--- config.mk ---
export PLATFORM = sky130hd
export DESIGN_NAME = mrd_stage_sequencer_flat
export DESIGN_NICKNAME = d
export VERILOG_FILES = /design/src/rtl/mrd_fsm_pkg.sv /design/src/rtl/mrd_stage_sequencer_if.sv /design/src/rtl/mrd_stage_watchdog.sv /design/src/rtl/mrd_stage_sequencer.sv /design/src/flat_wrapper.sv
export SDC_FILE = /design/constraint.sdc
export NUM_CORES = 1
export LEC_CHECK = 0
export ABC_AREA = 1
export CAP_MARGIN = 40
export CORE_ASPECT_RATIO = 0.5
export CORE_MARGIN = 2
export CORE_UTILIZATION = 60
export CTS_BUF_LIST = sky130_fd_sc_hd__clkbuf_2
export DETAILED_ROUTE_END_ITERATION = 8
export GPL_ROUTABILITY_DRIVEN = 0
export PLACE_DENSITY = 0.91
export SETUP_SLACK_MARGIN = 0.15
export SYNTH_ARGS = -nofsm -noshare
export SYNTH_HDL_FRONTEND = slang
export SYNTH_SLANG_ARGS = --single-unit
export TNS_END_PERCENT = 1
--- constraint.sdc ---
create_clock -name clk -period 2.9 [get_ports clk]
set_input_delay 0.725 -clock clk [delete_from_list [all_inputs] [get_ports clk]]
set_output_delay 0.725 -clock clk [all_outputs]
set_load 0.05 [all_outputs]
--- src/rtl/mrd_fsm_pkg.sv ---
// Shared state codes and limits for the mixed-radix DFT stage sequencer.
// The read-address generator and the write-back path import this package.
package mrd_fsm_pkg;

  localparam int MAX_STAGES_DEF = 6;
  localparam int WDOG_W         = 12;
  localparam int WAIT_W         = 4;

  typedef enum logic [2:0] {
    ST_IDLE        = 3'd0,
    ST_SINK        = 3'd1,
    ST_WAIT_TO_RD  = 3'd2,
    ST_RD          = 3'd3,
    ST_WAIT_WR_END = 3'd4,
    ST_SOURCE      = 3'd5
  } state_t;

  function automatic logic nf_legal(input logic [2:0] nf, input logic [2:0] max_nf);
    return (nf != 3'd0) && (nf <= max_nf);
  endfunction

endpackage

--- src/rtl/mrd_stage_sequencer_if.sv ---
// Trigger and status bundle between the stage sequencer and its neighbours.
interface mrd_stage_sequencer_if;

  // Every trigger (start and the *_end signals) is a single-cycle pulse sampled
  // on the rising clock edge; there is no back-pressure, so a pulse that is not
  // legal in the current state is dropped and recorded in err.
  logic       start;
  logic [2:0] num_factors;
  logic       sink_end;
  logic       rd_end;
  logic       wr_end;
  logic       source_end;

  logic [2:0] fsm;
  logic [2:0] fsm_r;
  logic [2:0] cnt_stage;
  logic       sink_ready;
  logic       busy;
  logic       frame_done;
  logic       err;

  modport master (
    output start, num_factors, sink_end, rd_end, wr_end, source_end,
    input  fsm, fsm_r, cnt_stage, sink_ready, busy, frame_done, err
  );

  modport slave (
    input  start, num_factors, sink_end, rd_end, wr_end, source_end,
    output fsm, fsm_r, cnt_stage, sink_ready, busy, frame_done, err
  );

endinterface

--- src/rtl/mrd_stage_watchdog.sv ---
// 12-bit cycle counter for the Wait_wr_end timeout; expire is high during the
// LIMIT-th enabled cycle after a clear.
module mrd_stage_watchdog
  import mrd_fsm_pkg::*;
#(
  parameter logic [WDOG_W-1:0] LIMIT = 12'd4095
) (
  input  logic clk,
  input  logic rst,
  input  logic clr,
  input  logic en,
  output logic expire
);

  logic [WDOG_W-1:0] cnt_q, cnt_d;

  assign expire = en && !clr && (cnt_q == LIMIT - 12'd1);

  // Saturate at expiry so a held enable never wraps into a second timeout.
  always_comb begin
    cnt_d = cnt_q;
    if (clr) begin
      cnt_d = '0;
    end else if (en && !expire) begin
      cnt_d = cnt_q + 12'd1;
    end
  end

  always_ff @(posedge clk) begin
    if (rst) begin
      cnt_q <= '0;
    end else begin
      cnt_q <= cnt_d;
    end
  end

endmodule

--- src/rtl/mrd_stage_sequencer.sv ---
// Frame sequencer: Sink, then Wait_to_rd/Rd/Wait_wr_end per radix stage, then
// Source; out-of-order trigger pulses set a sticky err flag.
module mrd_stage_sequencer
  import mrd_fsm_pkg::*;
#(
  parameter int unsigned       WAIT_TO_RD = 4,
  parameter int unsigned       MAX_STAGES = MAX_STAGES_DEF,
  parameter logic [WDOG_W-1:0] WDOG_CYC   = 12'd4095
) (
  input logic                  clk,
  input logic                  rst,
  mrd_stage_sequencer_if.slave bus
);

  localparam logic [WAIT_W-1:0] WAIT_LIM = WAIT_TO_RD[WAIT_W-1:0];
  localparam logic [2:0]        MAX_NF   = MAX_STAGES[2:0];

  state_t              state_q, state_d;
  logic [2:0]          fsm_r_q, fsm_r_d;
  logic [2:0]          cnt_stage_q, cnt_stage_d;
  logic [2:0]          nf_lat_q, nf_lat_d;
  logic [WAIT_W-1:0]   wait_cnt_q, wait_cnt_d;
  logic                frame_done_q, frame_done_d;
  logic                err_q, err_d;
  logic                wdog_expire;

  mrd_stage_watchdog #(.LIMIT(WDOG_CYC)) u_wdog (
    .clk    (clk),
    .rst    (rst),
    .clr    (state_q != ST_WAIT_WR_END),
    .en     (state_q == ST_WAIT_WR_END),
    .expire (wdog_expire)
  );

  always_comb begin
    state_d      = state_q;
    fsm_r_d      = state_q;
    cnt_stage_d  = cnt_stage_q;
    nf_lat_d     = nf_lat_q;
    wait_cnt_d   = wait_cnt_q;
    frame_done_d = 1'b0;
    err_d        = err_q;

    // Stray pulses are flagged here; the case below only acts on legal ones.
    if (bus.start      && state_q != ST_IDLE)        err_d = 1'b1;
    if (bus.sink_end   && state_q != ST_SINK)        err_d = 1'b1;
    if (bus.rd_end     && state_q != ST_RD)          err_d = 1'b1;
    if (bus.wr_end     && state_q != ST_WAIT_WR_END) err_d = 1'b1;
    if (bus.source_end && state_q != ST_SOURCE)      err_d = 1'b1;

    case (state_q)
      ST_IDLE: begin
        if (bus.start) begin
          if (nf_legal(bus.num_factors, MAX_NF)) begin
            state_d  = ST_SINK;
            nf_lat_d = bus.num_factors;
          end else begin
            err_d = 1'b1;
          end
        end
      end
      ST_SINK: begin
        if (bus.sink_end) begin
          state_d     = ST_WAIT_TO_RD;
          cnt_stage_d = 3'd0;
          wait_cnt_d  = 4'd1;
        end
      end
      ST_WAIT_TO_RD: begin
        if (wait_cnt_q == WAIT_LIM) begin
          state_d = ST_RD;
        end else begin
          wait_cnt_d = wait_cnt_q + 4'd1;
        end
      end
      ST_RD: begin
        if (bus.rd_end) state_d = ST_WAIT_WR_END;
      end
      ST_WAIT_WR_END: begin
        // wr_end takes priority over a watchdog expiry in the same cycle.
        if (bus.wr_end) begin
          if (cnt_stage_q == nf_lat_q - 3'd1) begin
            state_d = ST_SOURCE;
          end else begin
            state_d     = ST_WAIT_TO_RD;
            cnt_stage_d = cnt_stage_q + 3'd1;
            wait_cnt_d  = 4'd1;
          end
        end else if (wdog_expire) begin
          state_d     = ST_IDLE;
          cnt_stage_d = 3'd0;
          err_d       = 1'b1;
        end
      end
      ST_SOURCE: begin
        if (bus.source_end) begin
          state_d      = ST_IDLE;
          frame_done_d = 1'b1;
        end
      end
      default: begin
        state_d = ST_IDLE;
        err_d   = 1'b1;
      end
    endcase
  end

  always_ff @(posedge clk) begin
    if (rst) begin
      state_q      <= ST_IDLE;
      fsm_r_q      <= 3'd0;
      cnt_stage_q  <= 3'd0;
      nf_lat_q     <= 3'd0;
      wait_cnt_q   <= '0;
      frame_done_q <= 1'b0;
      err_q        <= 1'b0;
    end else begin
      state_q      <= state_d;
      fsm_r_q      <= fsm_r_d;
      cnt_stage_q  <= cnt_stage_d;
      nf_lat_q     <= nf_lat_d;
      wait_cnt_q   <= wait_cnt_d;
      frame_done_q <= frame_done_d;
      err_q        <= err_d;
    end
  end

  assign bus.fsm        = state_q;
  assign bus.fsm_r      = fsm_r_q;
  assign bus.cnt_stage  = cnt_stage_q;
  assign bus.sink_ready = (state_q == ST_SINK);
  assign bus.busy       = (state_q != ST_IDLE);
  assign bus.frame_done = frame_done_q;
  assign bus.err        = err_q;

endmodule

--- src/flat_wrapper.sv ---
// flat-port wrapper written by rule: the top's interface ports become plain ports
module mrd_stage_sequencer_flat import mrd_fsm_pkg::*;
#(
  parameter int unsigned       WAIT_TO_RD = 4,
  parameter int unsigned       MAX_STAGES = MAX_STAGES_DEF,
  parameter logic [WDOG_W-1:0] WDOG_CYC   = 12'd4095
)
  (clk, rst, bus_start, bus_num_factors, bus_sink_end, bus_rd_end, bus_wr_end, bus_source_end, bus_fsm, bus_fsm_r, bus_cnt_stage, bus_sink_ready, bus_busy, bus_frame_done, bus_err);
  mrd_stage_sequencer_if bus_i ();
  input logic clk;
  input logic rst;
  input wire logic [$bits(bus_i.start)-1:0] bus_start;
  input wire logic [$bits(bus_i.num_factors)-1:0] bus_num_factors;
  input wire logic [$bits(bus_i.sink_end)-1:0] bus_sink_end;
  input wire logic [$bits(bus_i.rd_end)-1:0] bus_rd_end;
  input wire logic [$bits(bus_i.wr_end)-1:0] bus_wr_end;
  input wire logic [$bits(bus_i.source_end)-1:0] bus_source_end;
  output wire logic [$bits(bus_i.fsm)-1:0] bus_fsm;
  output wire logic [$bits(bus_i.fsm_r)-1:0] bus_fsm_r;
  output wire logic [$bits(bus_i.cnt_stage)-1:0] bus_cnt_stage;
  output wire logic [$bits(bus_i.sink_ready)-1:0] bus_sink_ready;
  output wire logic [$bits(bus_i.busy)-1:0] bus_busy;
  output wire logic [$bits(bus_i.frame_done)-1:0] bus_frame_done;
  output wire logic [$bits(bus_i.err)-1:0] bus_err;
  assign bus_i.start = bus_start;
  assign bus_i.num_factors = bus_num_factors;
  assign bus_i.sink_end = bus_sink_end;
  assign bus_i.rd_end = bus_rd_end;
  assign bus_i.wr_end = bus_wr_end;
  assign bus_i.source_end = bus_source_end;
  assign bus_fsm = bus_i.fsm;
  assign bus_fsm_r = bus_i.fsm_r;
  assign bus_cnt_stage = bus_i.cnt_stage;
  assign bus_sink_ready = bus_i.sink_ready;
  assign bus_busy = bus_i.busy;
  assign bus_frame_done = bus_i.frame_done;
  assign bus_err = bus_i.err;
  mrd_stage_sequencer #(.WAIT_TO_RD(WAIT_TO_RD), .MAX_STAGES(MAX_STAGES), .WDOG_CYC(WDOG_CYC)) u_core (.clk(clk), .rst(rst), .bus(bus_i));
endmodule
; Yosys cells after proc, flatten, opt, wreduce, memory -nomap -nowiden
; Cells that the tools add are included.
[op_classes]
add_sub_neg = 4
mul = 0
div = 0
order_cmp = 1
n_eq_ne = 23
n_shift = 0
muxes = 30
n_bitwise = 1
n_reduce_logical = 23
[op_table]
columns = op, n
row1 = 3-bit 2-to-1 mux, 12
row2 = 3-bit one-hot mux with 6 select lines, 1
row3 = 4-bit 2-to-1 mux, 4
row4 = "2-bit inequality test, second input constant", 7
row5 = "12-bit by 1-bit adder with 12-bit output, second input constant", 1
row6 = "12-bit equality test, second input constant", 1
row7 = 4-bit one-hot mux with 3 select lines, 1
row8 = 1-bit 2-to-1 mux, 10
row9 = 1-bit logical AND, 9
row10 = "3-bit inequality test, second input constant", 3
row11 = 3-bit nonzero test, 3
row12 = 7-bit AND reduction, 1
row13 = "3-bit by 2-bit equality test with 1-bit output, second input constant", 2
row14 = "3-bit equality test, second input constant", 2
row15 = "3-bit by 2-bit inequality test with 1-bit output, second input constant", 2
row16 = 3-bit one-hot mux with 2 select lines, 1
row17 = 5-bit AND reduction, 1
row18 = "4-bit by 1-bit adder with 4-bit output, second input constant", 1
row19 = "4-bit by 3-bit equality test with 1-bit output, second input constant", 1
row20 = "2-bit by 1-bit inequality test with 1-bit output, second input constant", 2
row21 = 4-bit AND reduction, 1
row22 = 2-bit OR reduction, 2
row23 = 4-bit OR reduction, 1
row24 = "3-bit by 1-bit adder with 3-bit output, second input constant", 1
row25 = other kinds (11), 12
[totals]
reg_bits = 30
latch_bits = 0
ram_bits = 0
mem_bits_ro = 0
in_bits = 10
word_cells = 90
memories = 0

; Longest topological paths before layout
[depth]
ltp_word = 10
depth_mapped = 12
ltp_nobuf = 12

; By module
; A second synthesis with hierarchy kept.
[unflattened]
cells_unflattened = 304
hier_area_um2 = 1929.4
[by_module_without_submodules]
columns = mod, n_inst, cells_per_inst, area_per_inst_um2
row1 = mrd_stage_sequencer, 1, 174, 1111.1
row2 = mrd_stage_watchdog, 1, 130, 818.3

; Worst setup path before layout
; Ideal clock, no wire load.
[synth_path]
path_kind = flip-flop to output port
from = reg u_core.state_q[0], in the netlist u_core.bus.fsm[0]
to = out bus_sink_ready
t_arrival_ns = 1.356
t_required_ns = 2.175
path_slack_ns = 0.819
path_stages_with_launch = 4
path_buffers = 1
path_cell_list = dfxtp_1 buf_6 nand2_2 nor2_2
[synth_between]
elab_chain_cells = 1
[synth_lines]
columns = item, line
row1 = from (decl), mrd_stage_sequencer.sv:18  ; state_t state_q, state_d;
row2 = from (signal assigned), mrd_stage_sequencer.sv:118  ; state_q <= state_d;
row3 = 3-bit by 1-bit equality test with 1-bit output, mrd_stage_sequencer.sv:131  ; assign bus.sink_ready = (state_q == ST_SINK);
row4 = to (decl), flat_wrapper.sv:21  ; output wire logic [$bits(bus_i.sink_ready)-1:0] bus_sink_ready;
; No other way between the ends.

; Worst setup path after layout
[layout_path]
from = reg u_core.state_q[0], in the netlist u_core.bus.fsm[0]
to = out bus_fsm[0]
[layout_lines]
columns = item, line
row1 = to (decl), flat_wrapper.sv:18  ; output wire logic [$bits(bus_i.fsm)-1:0] bus_fsm;
; No word-level cell between the ends.

==> tab_implementation.tex <==
\begin{tabular}{lr}
\hline
Metric & Value \\
\hline
\multicolumn{2}{l}{\textbf{Outcome}} \\
\quad Run status & finished, final reports clean \\
\multicolumn{2}{l}{\textbf{Global routing}} \\
\quad Global-route wire length before repair & 6941 µm \\
\quad Via count of the first global-routing pass & 1542 \\
\quad Global route overflow & 0 \\
\quad Pin count of the biggest net entering global routing & 13 \\
\quad Total global-route track usage & 26.73\% \\
\quad Initial antenna violation count & 0 \\
\multicolumn{2}{l}{\textbf{STA}} \\
\quad Final Max Tran Viols & 0 \\
\quad Unrepaired setup endpoints after global routing & no \\
\quad Setup violation total in the final timing report & 0 \\
\quad Rel. slew slack & 65.14\% \\
\quad Final cycle utilization of the critical path & 89.27\% \\
\quad Min cycle time layout & 2.589 ns \\
\quad Post-Route Setup TNS & 0 ns \\
\quad Timing-limited maximum frequency & 386.3 MHz \\
\quad Transition time at the pin with the least slew margin & 0.5210 ns \\
\quad Worst-case clock skew & 0.01904 ns \\
\quad Worst Slack Setup Final & 0.3112 ns \\
\quad Final hold violation count & 0 \\
\multicolumn{2}{l}{\textbf{Layout}} \\
\quad Share of layout cells above drive strength 1 & 9.215\% \\
\quad Final antenna diode count & 0 \\
\quad Finished layout cell area & 2034 µm² \\
\quad \# nets final & 308 \\
\quad Fill cell instance count of the final layout & 220 \\
\quad Number of cells in the finished layout apart from fillers & 330 \\
\quad Layout-stage area growth over the synthesis result & 17.06\% \\
\multicolumn{2}{l}{\textbf{Synthesis}} \\
\quad Sequential share of the synthesized area & 34.56\% \\
\quad Count of mapped cells out of synthesis & 264 \\
\quad Distinct cells, synth & 25 \\
\quad Mapped Nets & 280 \\
\quad Average footprint of a synthesized cell & 6.583 µm² \\
\quad Post-synth top area share & 34.56\% \\
\quad Post-synthesis instance area & 1738 µm² \\
\quad Library cell with the largest summed area after synthesis & dfxtp\_1 \\
\quad Most instantiated library cell after synthesis & nand2\_1 \\
\quad Warnings, synthesis & 0 \\
\quad Number of flip-flops and latches in the synthesized netlist & 30 \\
\quad Synth area leaders & dfxtp\_1 (35\%), nand2\_1 (14\%), nor2\_1 (8.2\%) \\
\quad Number of enable-type register cells in the synthesized netlist & 0 \\
\quad Most used standard cells in the synthesized netlist & nand2\_1 (65), nor2\_1 (38), dfxtp\_1 (30), inv\_1 (28), nand3\_1 (25) \\
\quad Main flop type after synthesis & dfxtp\_1 \\
\quad FFs w/ async S/R, synth & 0\% \\
\multicolumn{2}{l}{\textbf{Pwr}} \\
\quad Switching power of the nets & 681.1 µW \\
\quad Combinational fraction of design power & 49.0\% \\
\quad Switching portion of total power & 48.23\% \\
\quad Power, Total & 1.412 mW \\
\quad Power density cells & 694.2 nW/µm² \\
\quad Internal portion of total power & 731.2 µW \\
\quad Maximum ir drop on the vdd rail & 0.3352 mV \\
\quad Clock network power share & 14.7\% \\
\quad Leakage dissipation & 0.8371 nW \\
\quad Sequential share of power & 36.4\% \\
\multicolumn{2}{l}{\textbf{Placed design}} \\
\quad Post-place instance area & 1997 µm² \\
\quad Port buffer count & 22 \\
\quad Pre-CTS worst setup slack & 0.5683 ns \\
\quad Placed instance count & 322 \\
\quad DP HPWL & 3196 µm \\
\multicolumn{2}{l}{\textbf{Setup path}} \\
\quad Worst reg-to-reg path cell count & 10 \\
\quad Critical path buffers and inverters & 1 \\
\quad Critical path capture point type & primary output \\
\quad Worst stage delay on the critical path & 0.88 ns \\
\quad Category of the most critical setup path & reg2out \\
\quad Register-to-register path setup slack & 1.21 ns \\
\quad Endpoint of the worst register-to-register path & u\_core.u\_wdog.cnt\_q[5] \\
\quad Sort of element at the start of the critical path & flop \\
\quad Sequence of cells on the critical path & clkdlybuf4s50\_1 \\
\quad Crit. path cell count & 1 \\
\quad Required time of the critical path & 2.17 ns \\
\quad Critical path data arrival time & 1.86 ns \\
\quad Slowest-stage cell, CP & clkdlybuf4s50\_1 \\
\quad Maximum net fanout on the critical path & 9 \\
\quad Family with the most delay on the worst path & buffers and inverters \\
\quad Crit Reg-Reg Startpoint & u\_core.u\_wdog.cnt\_q[0] \\
\multicolumn{2}{l}{\textbf{Floorplan}} \\
\quad Count of boundary I/O pins & 23 \\
\quad Row count & 13 \\
\quad DIE AREA & 3369 µm² \\
\quad Die Ht & 42.06 µm \\
\quad Initial Utilization & 65.15\% \\
\quad Floorplan core area & 2668 µm² \\
\quad Chip width & 80.11 µm \\
\multicolumn{2}{l}{\textbf{Hold path}} \\
\quad HP Start & u\_core.nf\_lat\_q[1] \\
\quad Worst min-delay path endpoint & u\_core.nf\_lat\_q[1] \\
\quad Tightest Hold Check Type & reg2reg \\
\quad Hold Crit Depth & 2 \\
\multicolumn{2}{l}{\textbf{Route}} \\
\quad Number of design-rule violations left by the first detailed-router iteration & 173 \\
\quad Number of nets with antenna violations after detailed routing & 0 \\
\quad DR WL/cell & 12.47 µm \\
\quad Routed wire length & 4116 µm \\
\quad Remaining routing DRC violations & 0 \\
\quad Pre-Repair DR Iteration Count & 4 \\
\quad Vias/cell & 5.412 \\
\quad Number of vias after detailed routing & 1786 \\
\multicolumn{2}{l}{\textbf{Clocking}} \\
\quad Hold bufs inserted after CTS & 0 \\
\quad CTS Buf Count & 5 \\
\quad Clock transition time at the flip-flop clock pins of the worst setup and hold paths & 0.18 ns \\
\quad Clock Tree Root & clkbuf\_2 \\
\quad Maximum buffer depth of the clock tree & 2 \\
\quad \# H-tree levels & 2 \\
\quad Clock latency on the worst-skew pair & 0.39 ns \\
\quad Clock net sink count & 30 \\
\quad Clock tree from TritonCTS & yes \\
\multicolumn{2}{l}{\textbf{Run}} \\
\quad Max-cap check violation count & 0 \\
\hline
\end{tabular}
-- cells in the final DEF (no fill, tap or decap), types with 3 or more instances in the layout --
master           Yosys  layout
clkdlybuf4s50_1      0      20
nor2_4               3       3
nand2_1             65      65
ha_1                 6       6
xor2_1               4       4
nand3_1             25      25
clkinv_1             0       3
a21oi_1             18      18
nand2_2              7       7
nor2_1              38      38
dfxtp_1             30      30
inv_2                6       6
o21ai_0             15      15
clkbuf_2             0       5
inv_1               28      28
-- layer usage --
layer,routed length [µm],up-vias,track usage (%)
met5,0,-,0
met4,71,0,6.780
met3,290,8,8.190
met2,2031,67,45.67
met1,1723,809,33.11
li1,-,902,-
-- tightest hold or removal path: stages (launching register included) --
cell	delay, ns
dfxtp_1	0.33
inv_1	0.06
a21oi_1	0.06
-- through the flow --
stage                     hold WS, ns  utilization (%)
after floorplan                0.4326                -
after global placement         0.4480            74.86
after detailed placement       0.4562            74.86
after CTS                      0.4754            76.17
after global routing           0.5058            76.27
final                          0.4698            76.27
-- sequential cells by signal (all words and copies together), names as in the netlist --
register / count
u_core.bus.cnt_stage: 3
u_core.nf_lat_q: 3
u_core.wait_cnt_q: 4
u_core.bus.fsm_r: 3
u_core.bus.fsm: 3
u_core.u_wdog.cnt_q: 12
u_core.bus.err: 1
u_core.bus.frame_done: 1
-- final cells by class --
type,instances,area [µm²],share of cell area [%]
Timing Repair Buffer,23,229.0,11.25
Clock inverter,3,11.26,0.5535
Multi-Input combinational cell,198,994.7,48.89
Sequential cell,30,600.6,29.52
Inverter,34,127.6,6.273
Tap cell,37,46.29,2.276
Clock buffer,5,25.02,1.230
-- worst max path at each step --
stage | from | end
2_1_floorplan | u_core.bus.fsm[0] | bus_sink_ready
3_3_place_gp | u_core.bus.fsm[0] | bus_sink_ready
3_5_place_dp | u_core.bus.fsm[0] | bus_sink_ready
4_1_cts | u_core.bus.fsm[2] | bus_busy
5_1_grt | u_core.bus.fsm[0] | bus_fsm[0]
6_report | u_core.bus.fsm[0] | bus_fsm[0]
-- cells by family after synthesis --
logic type / Yosys count / synth area share, %
buf+inv: 36 / 8.207
simple gates: 147 / 37.73
flops: 30 / 34.56
xor+xnor: 6 / 3.024
compound gates: 39 / 12.17
fa+ha+maj: 6 / 4.320
-- power by group through the flow --
stage	Combinational, mW	Sequential, mW	Clock, mW
5_1_grt	0.755	0.520	0.229
2_1_floorplan	0.466	0.570	0
6_report	0.692	0.514	0.207
3_5_place_dp	0.689	0.522	0
4_1_cts	0.687	0.513	0.209
3_3_place_gp	0.658	0.517	0
-- repair_timing --
action,in CTS,in global routing
setup endpoints to repair,1,1
setup buffers,0,0
gates resized for setup,1,1
No activity file was read; power rests on OpenSTA's default activity.
